**src/rtl/sram_host_adapter_pkg.sv**
```systemverilog
// rtl/sram_host_adapter_pkg.sv - shared types and helpers for the SRAM host adapter
package sram_host_adapter_pkg;

  localparam int unsigned DataWidth    = 32;
  localparam int unsigned ByteCount    = DataWidth / 8;
  localparam int unsigned DefaultDepth = 2048;
  localparam int unsigned WordAw       = $clog2(DefaultDepth);

  typedef struct packed {
    logic [DataWidth-1:0] rdata;
    logic                 err;
  } rsp_entry_t;

  function automatic logic [DataWidth-1:0] be_to_bitmask(input logic [ByteCount-1:0] be);
    logic [DataWidth-1:0] mask;
    mask = '0;
    for (int i = 0; i < ByteCount; i++) begin
      mask[8*i +: 8] = {8{be[i]}};
    end
    return mask;
  endfunction

endpackage

```
**src/rtl/sram_host_adapter_rsp_fifo.sv**
```systemverilog
// rtl/sram_host_adapter_rsp_fifo.sv - synchronous FIFO holding host responses
module sram_host_adapter_rsp_fifo #(
  parameter int unsigned Depth = 2,
  parameter int unsigned DataW = 33,
  localparam int unsigned CntW = $clog2(Depth + 1),
  localparam int unsigned PtrW = (Depth > 1) ? $clog2(Depth) : 1
) (
  input  logic             clk_i,
  input  logic             rst_i,
  input  logic             push,
  input  logic             pop,
  input  logic [DataW-1:0] wdata,
  output logic [DataW-1:0] rdata,
  output logic             full,
  output logic             empty,
  output logic [CntW-1:0]  count
);

  logic [DataW-1:0] mem [Depth];
  logic [PtrW-1:0]  wr_ptr;
  logic [PtrW-1:0]  rd_ptr;
  logic             do_push;
  logic             do_pop;

  // Pointers wrap explicitly so Depth need not be a power of two.
  function automatic logic [PtrW-1:0] ptr_inc(input logic [PtrW-1:0] p);
    return (p == PtrW'(Depth - 1)) ? '0 : p + PtrW'(1);
  endfunction

  assign empty   = (count == '0);
  assign full    = (count == CntW'(Depth));
  assign do_pop  = pop && !empty;
  assign do_push = push && (!full || do_pop);
  assign rdata   = mem[rd_ptr];

  always_ff @(posedge clk_i) begin
    if (rst_i) begin
      wr_ptr <= '0;
      rd_ptr <= '0;
      count  <= '0;
    end else begin
      if (do_push) wr_ptr <= ptr_inc(wr_ptr);
      if (do_pop)  rd_ptr <= ptr_inc(rd_ptr);
      if (do_push && !do_pop) begin
        count <= count + CntW'(1);
      end else if (do_pop && !do_push) begin
        count <= count - CntW'(1);
      end
    end
  end

  always_ff @(posedge clk_i) begin
    if (do_push && !rst_i) mem[wr_ptr] <= wdata;
  end

endmodule

```
**src/rtl/sram_host_adapter.sv**
```systemverilog
// rtl/sram_host_adapter.sv - host front end for prim_generic_ram_1p; option SRAM_HOST_ADAPTER_RSP_BYPASS_EN
module sram_host_adapter
  import sram_host_adapter_pkg::*;
#(
  parameter int unsigned Width    = 32,
  parameter int unsigned Depth    = 2048,
  parameter int unsigned HostAw   = 32,
  parameter int unsigned RspDepth = 2,
  localparam int unsigned Aw      = $clog2(Depth)
) (
  input  logic                clk_i,
  input  logic                rst_i,
  input  logic                req_valid_i,
  output logic                req_ready_o,
  input  logic                req_we_i,
  input  logic [HostAw-1:0]   req_addr_i,
  input  logic [Width-1:0]    req_wdata_i,
  input  logic [Width/8-1:0]  req_be_i,
  output logic                rsp_valid_o,
  input  logic                rsp_ready_i,
  output logic [Width-1:0]    rsp_rdata_o,
  output logic                rsp_err_o,
  output logic                ram_req_o,
  output logic                ram_write_o,
  output logic [Aw-1:0]       ram_addr_o,
  output logic [Width-1:0]    ram_wdata_o,
  output logic [Width-1:0]    ram_wmask_o,
  input  logic                ram_rvalid_i,
  input  logic [Width-1:0]    ram_rdata_i
);

  localparam int unsigned CntW = $clog2(RspDepth + 1);
  localparam int unsigned OutW = CntW + 1;

  logic            addr_err;
  logic            accept;
  logic            inflight_vld;
  logic            inflight_we;
  logic            inflight_err;
  logic            fifo_push;
  logic            fifo_pop;
  logic            fifo_full;
  logic            fifo_empty;
  logic            bypass;
  logic            credit_free;
  logic [CntW-1:0] fifo_count;
  logic [OutW-1:0] outstanding;
  rsp_entry_t      new_entry;
  rsp_entry_t      fifo_head;
  rsp_entry_t      rsp_entry;
  logic [1:0]      unused_addr_lsb;

  assign unused_addr_lsb = req_addr_i[1:0];
  assign addr_err        = |req_addr_i[HostAw-1:Aw+2];

  // A response leaving this cycle frees its credit immediately, keeping one request per cycle.
  assign outstanding = OutW'(fifo_count) + OutW'(inflight_vld) - OutW'(credit_free);
  assign req_ready_o = !rst_i && (outstanding < OutW'(RspDepth));
  assign accept      = req_valid_i && req_ready_o;

  assign ram_req_o   = accept && !addr_err;
  assign ram_write_o = ram_req_o && req_we_i;
  assign ram_addr_o  = ram_req_o ? req_addr_i[Aw+1:2] : '0;
  assign ram_wdata_o = ram_req_o ? req_wdata_i : '0;
  assign ram_wmask_o = ram_req_o ? Width'(be_to_bitmask(ByteCount'(req_be_i))) : '0;

  always_ff @(posedge clk_i) begin
    if (rst_i) begin
      inflight_vld <= 1'b0;
      inflight_we  <= 1'b0;
      inflight_err <= 1'b0;
    end else begin
      inflight_vld <= accept;
      if (accept) begin
        inflight_we  <= req_we_i;
        inflight_err <= addr_err;
      end
    end
  end

  always_comb begin
    new_entry     = '0;
    new_entry.err = inflight_err;
    if (!inflight_we && !inflight_err && ram_rvalid_i) begin
      new_entry.rdata = DataWidth'(ram_rdata_i);
    end
  end

`ifdef SRAM_HOST_ADAPTER_RSP_BYPASS_EN
  assign bypass      = !rst_i && inflight_vld && fifo_empty && rsp_ready_i;
  assign rsp_entry   = fifo_empty ? new_entry : fifo_head;
  assign rsp_valid_o = !rst_i && (!fifo_empty || bypass);
`else
  assign bypass      = 1'b0;
  assign rsp_entry   = fifo_head;
  assign rsp_valid_o = !rst_i && !fifo_empty;
`endif

  assign fifo_push   = inflight_vld && !bypass;
  assign fifo_pop    = rsp_valid_o && rsp_ready_i && !fifo_empty;
  assign credit_free = fifo_pop || bypass;

  assign rsp_rdata_o = rsp_valid_o ? Width'(rsp_entry.rdata) : '0;
  assign rsp_err_o   = rsp_valid_o && rsp_entry.err;

  sram_host_adapter_rsp_fifo #(
    .Depth (RspDepth),
    .DataW ($bits(rsp_entry_t))
  ) u_rsp_fifo (
    .clk_i (clk_i),
    .rst_i (rst_i),
    .push  (fifo_push),
    .pop   (fifo_pop),
    .wdata (new_entry),
    .rdata (fifo_head),
    .full  (fifo_full),
    .empty (fifo_empty),
    .count (fifo_count)
  );

  // The macro must answer every issued read on the following cycle.
  read_rvalid_a : assert property (@(posedge clk_i) disable iff (rst_i)
    (inflight_vld && !inflight_we && !inflight_err) |-> ram_rvalid_i);

  no_overflow_a : assert property (@(posedge clk_i) disable iff (rst_i)
    fifo_push |-> (!fifo_full || fifo_pop));

endmodule

```
**config.mk**
```make
export PLATFORM = sky130hd
export DESIGN_NAME = sram_host_adapter
export DESIGN_NICKNAME = d
export VERILOG_FILES = /design/src/rtl/sram_host_adapter_pkg.sv /design/src/rtl/sram_host_adapter_rsp_fifo.sv /design/src/rtl/sram_host_adapter.sv
export SDC_FILE = /design/constraint.sdc
export NUM_CORES = 1
export LEC_CHECK = 0
export CAP_MARGIN = 20
export CORE_MARGIN = 4
export CORE_UTILIZATION = 39
export CTS_BUF_LIST = sky130_fd_sc_hd__clkbuf_4
export DETAILED_ROUTE_END_ITERATION = 10
export GPL_ROUTABILITY_DRIVEN = 1
export MAX_ROUTING_LAYER = met4
export PLACE_DENSITY = 0.86
export SETUP_SLACK_MARGIN = 0.2
export SLEW_MARGIN = 40
export SYNTH_ARGS = -nofsm -noshare
export SYNTH_HDL_FRONTEND = slang
export SYNTH_SLANG_ARGS = --single-unit
```
**constraint.sdc**
```tcl
create_clock -name clk_i -period 5.85 [get_ports clk_i]
set_input_delay 1.4625 -clock clk_i [delete_from_list [all_inputs] [get_ports clk_i]]
set_output_delay 1.4625 -clock clk_i [all_outputs]
set_load 0.01 [all_outputs]
```
==> impl_metrics.json <==
{
  "worst_setup_path_end_kind": "primary output",
  "first_iter_violations": 130,
  "via_count": 2988,
  "synth_top_cell_by_area": "edfxtp_1",
  "place_congestion": 0.870,
  "yosys_warnings": 0,
  "routedWlPerCell_um": 18.9,
  "hold_ws_ns": 0.528,
  "status": "finished clean",
  "grt_max_degree": 34,
  "hold_violations": 0,
  "syn2layout_area_growth_pct": 58.2,
  "crit_arrival_ns": 3.98,
  "io_buffers": 215,
  "pin_count": 218,
  "r2r_start": "u_rsp_fifo.count[1]",
  "drt.antenna.violating_nets": 0,
  "p_total_w": 0.00164,
  "syn_area_per_cell_um2": 12.1,
  "yosysTopAreaCellShare_pct": 53.7,
  "insertion_delay_ns": 0.41,
  "track_usage_pct": 22.4,
  "htreeDepth": 3,
  "max_slew_margin_pct": 58.6,
  "grt_pass1_vias": 3270,
  "seq_area_mm2": 0.00215,
  "setup.worst_path.end": "ram_wmask_o[1]",
  "final_area_mm2": 0.00584,
  "hp-class": "register to register",
  "start_kind": "input pin",
  "period_minus_slack_ns": 5.44,
  "leakage_nw": 2.36,
  "hold_buffers": 0,
  "fp.dieH_um": 105,
  "clk_pin_slew_worst_paths_ns": 0.11,
  "tightest_slew_ns": 0.614,
  "ys_types": 26,
  "drv_cap": 0,
  "totalWireLength_mm": 12.2,
  "ir_drop_v": 0.000117,
  "setup_viol": 0,
  "rsz0062_at_grt": "false",
  "chipWidth_um": 105,
  "layout.nets": 618,
  "firstDrtPassIters": 4,
  "synth_nets": 415,
  "antenna_found_initial": 1,
  "critical_path.startpoint": "rst_i",
  "worst_ep_required_time_ns": 4.39,
  "nFillCells": 761,
  "dpl_cell_area_mm2": 0.00581,
  "dieArea_mm2": 0.0111,
  "row_count": 35,
  "fin_crit_sh_pct": 93.0,
  "core_area_mm2": 0.00924,
  "synth_area_leaders": "edfxtp_1 (54%), and2_1 (14%), mux2i_1 (9.2%)",
  "cts_made_buffers": 9,
  "tns_ns": 0,
  "synth_area_mm2": 0.00369,
  "clock-sinks": 74,
  "cts_root_buf": "clkbuf_4",
  "grt_pass1_wl_mm": 17.9,
  "ys_seq_area_share_pct": 58.0,
  "drc_errors": 0,
  "reg2reg_setup_slack_ns": 3.22,
  "cts_buffer_depth": 2,
  "worst-setup-path-type": "input pin to primary output",
  "cts_tree": "yes",
  "syn_inst": 306,
  "multiInputGateArea_mm2": 0.00129,
  "vias_per_cell": 4.64,
  "final-max-slew-violation-count": 0,
  "path_max_fanout": 8,
  "final_core_util_pct": 63.2,
  "max_freq_mhz": 184,
  "gr-total-overflow": 0,
  "r2r_end": "inflight_err",
  "ff2ff_path_depth": 12,
  "ys_ff_latch": 74,
  "start_util_pct": 40.0,
  "hpwl_mm": 9.35,
  "layout-drive-gt1-share_pct": 21.2,
  "pwr_density_cell_mw_per_mm2": 280,
  "clock_skew_ns": 0.0155
}
cells by family (layout without fill, tap and decap cells):
group | Yosys count | in the layout | share of synthesized area, %
compound gates | 4 | 4 | 0.610
xor+xnor | 5 | 5 | 1.19
fa+ha+maj | 3 | 3 | 1.22
buf+inv | 48 | 255 | 8.84
flops | 74 | 74 | 58.0
mux | 34 | 34 | 9.22
other cells | 0 | 1 | 0
simple gates | 138 | 139 | 20.9
power breakdown:
part	switching [W]	total (W)	internal [W]
combinational	0.000253	0.000557	0.000304
clock	0.000177	0.000355	0.000179
sequential	0.0000592	0.000725	0.000666
layout by cell type (no fill, tap or decap), types with 2 or more instances in the layout:
cell type	instances
clkbuf_4	10
dfxtp_1	7
inv_1	3
edfxtp_1	66
buf_2	8
clkdlybuf4s50_1	136
ha_1	2
buf_6	6
nor2_1	39
bufinv_16	2
and2_2	2
and3_4	2
clkinvlp_4	3
and2_4	4
xor2_1	5
mux2i_1	34
and2_1	74
nor3_1	2
dlygate4sd2_1	22
nor4_1	4
clkbuf_2	44
buf_4	16
o21ai_0	2
nor3b_2	2
sequential cells by signal, summed over array words and instances, names as in the netlist, named ones only:
signal / count
inflight_we: 1
u_rsp_fifo.count: 2
inflight_err: 1
u_rsp_fifo.rd_ptr: 1
u_rsp_fifo.mem: 66
u_rsp_fifo.wr_ptr: 1
fifo_push: 1
critical path, stage by stage:
cell and delay [ns]:
clkbuf_2 0.09, o21bai_4 0.17, inv_2 0.06, nand2_1 0.06, inv_1 0.07, ha_1 0.22, nand2b_4 0.14, fa_1 0.53
nand2_2 0.08, nor3_4 0.22, and3_4 0.24, buf_4 0.12, and2_2 0.21, dlygate4sd2_1 0.31
what timing repair did:
action	CTS	global route
setup buffers	7	1
pin swaps	3	3
cloned	1	1
gates resized for setup	112	113
endpoints found under the setup margin	77	75
through the flow:
stage               cells  setup slack (ns)
floorplan             306             0.365
global placement      617            -0.281
detailed placement    617            -0.363
CTS                   641             0.202
global route          644             0.267
finish                644             0.408
worst min path at each step:
stage                           start                   end  slack, ns  cells after the start
floorplan                inflight_err  u_rsp_fifo.mem[0][0]       0.45                      0
global placement    u_rsp_fifo.rd_ptr     u_rsp_fifo.rd_ptr       0.49                      2
detailed placement  u_rsp_fifo.rd_ptr     u_rsp_fifo.rd_ptr       0.51                      2
global route             inflight_err  u_rsp_fifo.mem[0][0]       0.56                      0
finish              u_rsp_fifo.rd_ptr     u_rsp_fifo.rd_ptr       0.53                      2
CTS                      inflight_err  u_rsp_fifo.mem[0][0]       0.53                      0
cells in the mapped netlist:
cell type  instances
nor2b_1            1
nor2_1            39
xor2_1             5
nand2b_1           2
dfxtp_1            8
buf_2              3
o21ai_0            2
a21oi_1            1
nor4_1             4
nand2_1            2
inv_1              4
clkbuf_1           8
nor3_1             3
and2_1            80
nor3b_1            3
buf_4             28
buf_6              5
and3_4             1
ha_1               2
edfxtp_1          66
o21bai_1           1
and4_1             1
fa_1               1
mux2i_1           34
nor3_2             1
or3_1              1
area by class of cell:
cell class | instances | area share (%)
timing repair buffer | 235 | 35.3
multi-input combinational | 185 | 22.1
tap | 129 | 2.76
clock buffer | 10 | 1.29
inverter | 4 | 0.257
antenna | 1 | 0.0428
clock inverter | 6 | 1.56
sequential | 74 | 36.7
layer usage:
| layer | track usage, % | part of all wire [%] | vias to the layer above |
|---|---|---|---|
| met5 | - | 0 | - |
| met1 | 23.4 | 35 | 1410 |
| met3 | 5.57 | 7.1 | 26 |
| met4 | 7.87 | 2.7 | 0 |
| met2 | 40.7 | 55 | 136 |
| li1 | - | - | 1416 |
Note: power is estimated with default switching activity, not from simulation.
